==> config.mk <==
export PLATFORM = sky130hd
export DESIGN_NAME = pc_gen_unit
export DESIGN_NICKNAME = d
export VERILOG_FILES = /design/src/rtl/pc_gen_unit.sv
export SDC_FILE = /design/constraint.sdc
export NUM_CORES = 1
export LEC_CHECK = 0
export CAP_MARGIN = 20
export CORE_ASPECT_RATIO = 1.5
export CORE_MARGIN = 4
export CORE_UTILIZATION = 46
export CTS_CLUSTER_SIZE = 28
export DETAILED_ROUTE_END_ITERATION = 10
export PLACE_DENSITY = 0.82
export REMOVE_ABC_BUFFERS = 1
export SYNTH_ARGS = -nofsm -noshare
export SYNTH_HDL_FRONTEND = slang
export SYNTH_SLANG_ARGS = --single-unit
==> constraint.sdc <==
create_clock -name clk -period 2.63 [get_ports clk]
set_clock_uncertainty 0.05 [all_clocks]
set_input_delay 0.263 -clock clk [delete_from_list [all_inputs] [get_ports clk]]
set_output_delay 0.263 -clock clk [all_outputs]
set_load 0.03 [all_outputs]
==> src/rtl/pc_gen_unit.sv <==
// Fetch program-counter generator: BOOT/RUN/HALT sequencing with prioritised trap/JALR/branch redirects.
// Optional redirect performance counter is enabled by defining PC_GEN_PERF_EN.
module pc_gen_unit #(
  parameter int              XLEN         = 64,
  parameter logic [XLEN-1:0] RESET_VECTOR = '0,
  parameter logic [XLEN-1:0] TRAP_VECTOR  = XLEN'('h100)
) (
  input  logic            clk,
  input  logic            rst_n,
  input  logic [XLEN-1:0] imm,
  input  logic            br_taken,
  input  logic [XLEN-1:0] br_pc,
  input  logic            jalr_en,
  input  logic [XLEN-1:0] jalr_base,
  input  logic            trap_req,
  input  logic            halt_req,
  input  logic            if_ready,
  output logic            if_valid,
  output logic [XLEN-1:0] if_pc,
  output logic [XLEN-1:0] epc,
  output logic            misalign_err,
  output logic [31:0]     redirect_cnt
);

  typedef enum logic [1:0] {
    BOOT = 2'd0,
    RUN  = 2'd1,
    HALT = 2'd2
  } state_t;

  state_t state;

  logic [XLEN-1:0] br_target;
  logic [XLEN-1:0] jalr_sum;
  logic [XLEN-1:0] jalr_target;

  logic            redir;
  logic [XLEN-1:0] redir_pc;
  logic            redir_mis;
  logic            epc_we;
  logic [XLEN-1:0] epc_val;

  assign br_target   = br_pc + (imm << 1);
  assign jalr_sum    = jalr_base + imm;
  assign jalr_target = {jalr_sum[XLEN-1:1], 1'b0};

  // Only the highest-priority request is acted on; the rest are simply dropped.
  always_comb begin
    redir     = 1'b0;
    redir_pc  = if_pc;
    redir_mis = 1'b0;
    epc_we    = 1'b0;
    epc_val   = epc;
    if (trap_req) begin
      redir    = 1'b1;
      redir_pc = TRAP_VECTOR;
      epc_we   = 1'b1;
      epc_val  = if_pc;
    end else if (jalr_en) begin
      redir = 1'b1;
      if (jalr_target[1]) begin
        redir_pc  = TRAP_VECTOR;
        redir_mis = 1'b1;
        epc_we    = 1'b1;
        epc_val   = jalr_base;
      end else begin
        redir_pc = jalr_target;
      end
    end else if (br_taken) begin
      redir = 1'b1;
      if (br_target[1]) begin
        redir_pc  = TRAP_VECTOR;
        redir_mis = 1'b1;
        epc_we    = 1'b1;
        epc_val   = br_pc;
      end else begin
        redir_pc = br_target;
      end
    end
  end

  always_ff @(posedge clk or negedge rst_n) begin
    if (!rst_n) begin
      state        <= BOOT;
      if_pc        <= RESET_VECTOR;
      if_valid     <= 1'b0;
      epc          <= '0;
      misalign_err <= 1'b0;
    end else begin
      misalign_err <= 1'b0;
      case (state)
        BOOT: begin
          state    <= RUN;
          if_valid <= 1'b1;
        end
        RUN, HALT: begin
          if (redir) begin
            if_pc        <= redir_pc;
            misalign_err <= redir_mis;
            if (epc_we) epc <= epc_val;
            // A redirect never enters HALT; it only keeps an existing halt alive.
            if (state == HALT && halt_req) begin
              state    <= HALT;
              if_valid <= 1'b0;
            end else begin
              state    <= RUN;
              if_valid <= 1'b1;
            end
          end else if (state == RUN) begin
            if (if_ready) if_pc <= if_pc + XLEN'(4);
            if (halt_req) begin
              state    <= HALT;
              if_valid <= 1'b0;
            end
          end else if (!halt_req) begin
            state    <= RUN;
            if_valid <= 1'b1;
          end
        end
        default: begin
          state    <= BOOT;
          if_valid <= 1'b0;
        end
      endcase
    end
  end

`ifdef PC_GEN_PERF_EN
  logic [31:0] cnt;

  always_ff @(posedge clk or negedge rst_n) begin
    if (!rst_n) begin
      cnt <= '0;
    end else if (redir && (state == RUN || state == HALT)) begin
      cnt <= cnt + 32'd1;
    end
  end

  assign redirect_cnt = cnt;
`else
  assign redirect_cnt = '0;
`endif

endmodule

==> impl_metrics.env <==
export IMPL_status="finished, violations left"
export IMPL_violations="setup timing"
export IMPL_p_leak_nw=12.34
export IMPL_clock_sinks=130
export IMPL_synthArstFlopShare_pct=100.0
export IMPL_antenna_found_initial=2
export IMPL_drc=0
export IMPL_rows=83
export IMPL_stdcell_count=3532
export IMPL_reg2reg_from="if_pc[28]"
export IMPL_worst_slack_ps=-733.0
export IMPL_fin_crit_sh_pct=127.9
export IMPL_io_buffers=327
export IMPL_routed_wl_um=90180
export IMPL_root_buffer="clkbuf_16"
export IMPL_cp_cell_sequence="buf_8 > buf_6 > ha_4 > a21o_1 > or3_4 > o211ai_1 > nand2_2 > buf_6 > a211o_1 > a21oi_2 > o41a_1 > buf_4 > xor2_1 > o22ai_1 > a31o_2"
export IMPL_syn_to_final_growth_pct=72.20
export IMPL_vias=22600
export IMPL_max_cap_violations=0
export IMPL_hold_end="epc[1]"
export IMPL_peakVddDrop_v=0.0004949
export IMPL_critical_path_top_delay_family="compound AO/OA/AOI/OAI gates"
export IMPL_grt_pass1_wl_um=131000
export IMPL_worst_slew_pin_slew_ps=800.1
export IMPL_die_area_mm2=0.03772
export IMPL_cp_arrival_ps=3660
export IMPL_cp_common_cell="buf_6"
export IMPL_synth_cells=2165
export IMPL_grt_pass1_vias=23120
export IMPL_h_tree_depth=4
export IMPL_yosysSeqAreaShare_pct=20.43
export IMPL_syn_area_per_cell_um2=7.355
export IMPL_final_max_slew_viol_count=0
export IMPL_multi_input_area_mm2=0.01397
export IMPL_required_ps=2930
export IMPL_wl_per_cell_um=25.53
export IMPL_yosysWarnings=0
export IMPL_synth_area_top_cells="dfrtp_1 20%, ha_1 10%, a21oi_1 8.2%"
export IMPL_p_clk_share_pct=15.8
export IMPL_clk_latency_ps=460
export IMPL_grt_max_degree=127
export IMPL_synth_edf_count=0
export IMPL_io_pins=361
export IMPL_setup_tns_ps=-15000
export IMPL_synth_area_mm2=0.01592
export IMPL_worstHoldStart="br_pc[1]"
export IMPL_reg2reg_depth=11
export IMPL_startpoint_type="input port"
export IMPL_crit_buf_inv=4
export IMPL_placed_cells=3418
export IMPL_setup_viol=45
export IMPL_power_density_mw_per_mm2=656.0
export IMPL_whs_path_depth=3
export IMPL_core_area_mm2=0.03417
export IMPL_dpl_hpwl_um=65130
export IMPL_drt_iter0_drc=2336
export IMPL_r2r_end="if_pc[57]"
export IMPL_die_y_um=235.9
export IMPL_layout_drive_gt1_share_pct=35.54
export IMPL_cts_tree="built"
export IMPL_dieWidth_um=159.9
export IMPL_slew_headroom_pct=46.42
export IMPL_place_ws_ps=-1893
export IMPL_path_clk_slew_ps=70
export IMPL_crit_type="in2reg"
export IMPL_hold_viol_final=0
export IMPL_crit_path_end_kind="flip-flop"
export IMPL_comb_power_share_pct=65.3
export IMPL_hold_path_class="in2reg"
export IMPL_globalplace_congestion=1.052
export IMPL_numCtsBuffers=17
export IMPL_grt_overflow_total=0
export IMPL_synth_top_area_share_pct=20.43
export IMPL_synth_seq_cells=130
export IMPL_p_switching_mw=8.569
export IMPL_max_freq_mhz=297.4
export IMPL_slowest_delay_ps=650
export IMPL_synthFlopType="dfrtp_1"
export IMPL_drt_first_pass_iters=9
export IMPL_cts_buffer_depth=2
export IMPL_internal_power_mw=9.419
export IMPL_place_area_mm2=0.02392
export IMPL_yosys_area_top_type="dfrtp_1"
export IMPL_fillers=2248
export IMPL_p_seq_share_pct=18.8
export IMPL_initial_core_util_pct=46.61
export IMPL_grt_use_total_pct=44.25
export IMPL_antenna_left=0
export IMPL_worstPathMaxFanout=2
export IMPL_grt_setup_unrepaired="true"
export IMPL_power_switching_share_pct=47.64
export IMPL_slowest_stage="o211ai_1"
export IMPL_r2r_setup_slack_ps=-130
export IMPL_final_area_mm2=0.02742
export IMPL_period_minus_slack_ps=3363
export IMPL_nets=3424
export IMPL_seq_area_mm2=0.003253
export IMPL_routed_via_density=6.399
export IMPL_ys_types=90
[kinds of logic (layout without fill, tap and decap cells)]
group	Yosys count	after routing	synth area share [%]
XOR/XNOR	115	115	6.325
AND/OR/NAND/NOR	672	672	19.77
adder cells (fa/ha/maj)	132	132	10.47
other	1	34	0.02355
buffers and inverters	222	1131	6.639
flip-flops	130	130	20.43
AO/OA/AOI/OAI	826	826	32.14
multiplexers	67	67	4.211
[timing repair]
action | CTS | global route
pin swaps | 203 | 112
endpoints found under the setup margin | 54 | 52
resized for setup | 585 | 129
hold buffers | 1 | 0
endpoints found under the hold margin | 54 | 0
buffers inserted | 63 | 26
[routing by layer]
metal / global-route usage, % / vias to the layer above / share of wire, %
met2: 76.92 / 1577 / 47
li1: - / 9821 / -
met4: 42.03 / 2 / 12
met5: 0 / - / 0.018
met1: 43.44 / 10570 / 32
met3: 8.757 / 632 / 8.5
[registers in the layout (all words and copies together), names as in the netlist]
signal and cells:
state 2, if_pc 63, misalign_err 1, epc 64
[worst max-delay path by stage]
stage	startpoint	to	slack, ps	cells past startpoint
finish	imm[4]	if_pc[43]	-730	15
global route	imm[4]	if_pc[43]	-720	15
CTS	br_pc[1]	if_pc[57]	-370	13
detailed placement	imm[16]	if_pc[61]	-1890	13
global placement	imm[16]	if_pc[61]	-1790	13
floorplan	imm[1]	epc[0]	-4990	5
[layout by cell type (no fill, tap or decap), types with 50 or more instances in the layout]
master           netlist  layout
xnor2_1               74      50
a21oi_1              261     219
o21ai_0              232     179
dfrtp_1              130     130
clkdlybuf4s50_1        0     208
buf_6                  7      54
nand2_1              224     214
mux2i_1               67      66
nor2_1               172     163
ha_1                 130      61
nand3_1               69      66
buf_4                 40     670
nand4_1               54      54
dlygate4sd2_1          0      56
ha_4                   0      67
a21o_1                63      63
[worst register-to-register path: cells and delay by family, from the launching register on]
family	cells	cell delay [ps]
DFF	1	390
and+or+nand+nor	6	1370
buffers and inverters	1	170
AOI/OAI and AO/OA	4	630
[through the flow]
step	util, %	power [mW]	hold slack (ps)
finish	80.26	17.99	138.8
global route	80.26	18.61	156.3
CTS	78.11	17.19	133.2
detailed placement	70.00	13.79	232.1
global placement	70.00	13.56	227.0
floorplan	-	8.318	-82.59
[Yosys cell counts (all sizes together) (6+ instances only)]
master  instances
or4             6
and3           36
mux2i          67
o21a           13
nand2b          8
ha            130
o21ai         233
o21bai         17
o211ai         20
dfrtp         130
nor3b           9
or2             7
a21boi          8
a22oi          18
a211oi         17
o221ai         11
nand3          69
a221o           9
a31o            9
a21oi         262
a31oi          36
o31ai          17
clkbuf        114
xor2           41
inv            45
nand2         224
a211o           8
a21o           66
buf            61
nor3           36
nand4          55
nor4           16
nor2b           8
nor2          172
o22ai          30
xnor2          74
or3             6
and2           13
[area by class of cell]
type	instances	area share, %
well taps	425	1.939
clock buffers	18	1.565
diodes	1	0.009126
inverters	45	0.6160
clock inverters	14	0.8168
multi-input cells	1845	50.94
flip-flops and latches	130	11.86
repair buffers	1054	32.25
[power groups by stage]
stage / Clock [mW] / Sequential [mW] / Combinational [mW]
global placement: 0 / 3.31 / 10.2
global route: 2.91 / 3.45 / 12.2
floorplan: 0 / 5.13 / 3.19
detailed placement: 0 / 3.36 / 10.4
finish: 2.85 / 3.38 / 11.8
CTS: 2.82 / 3.34 / 11.0
Note: power is estimated with default switching activity, not from simulation.
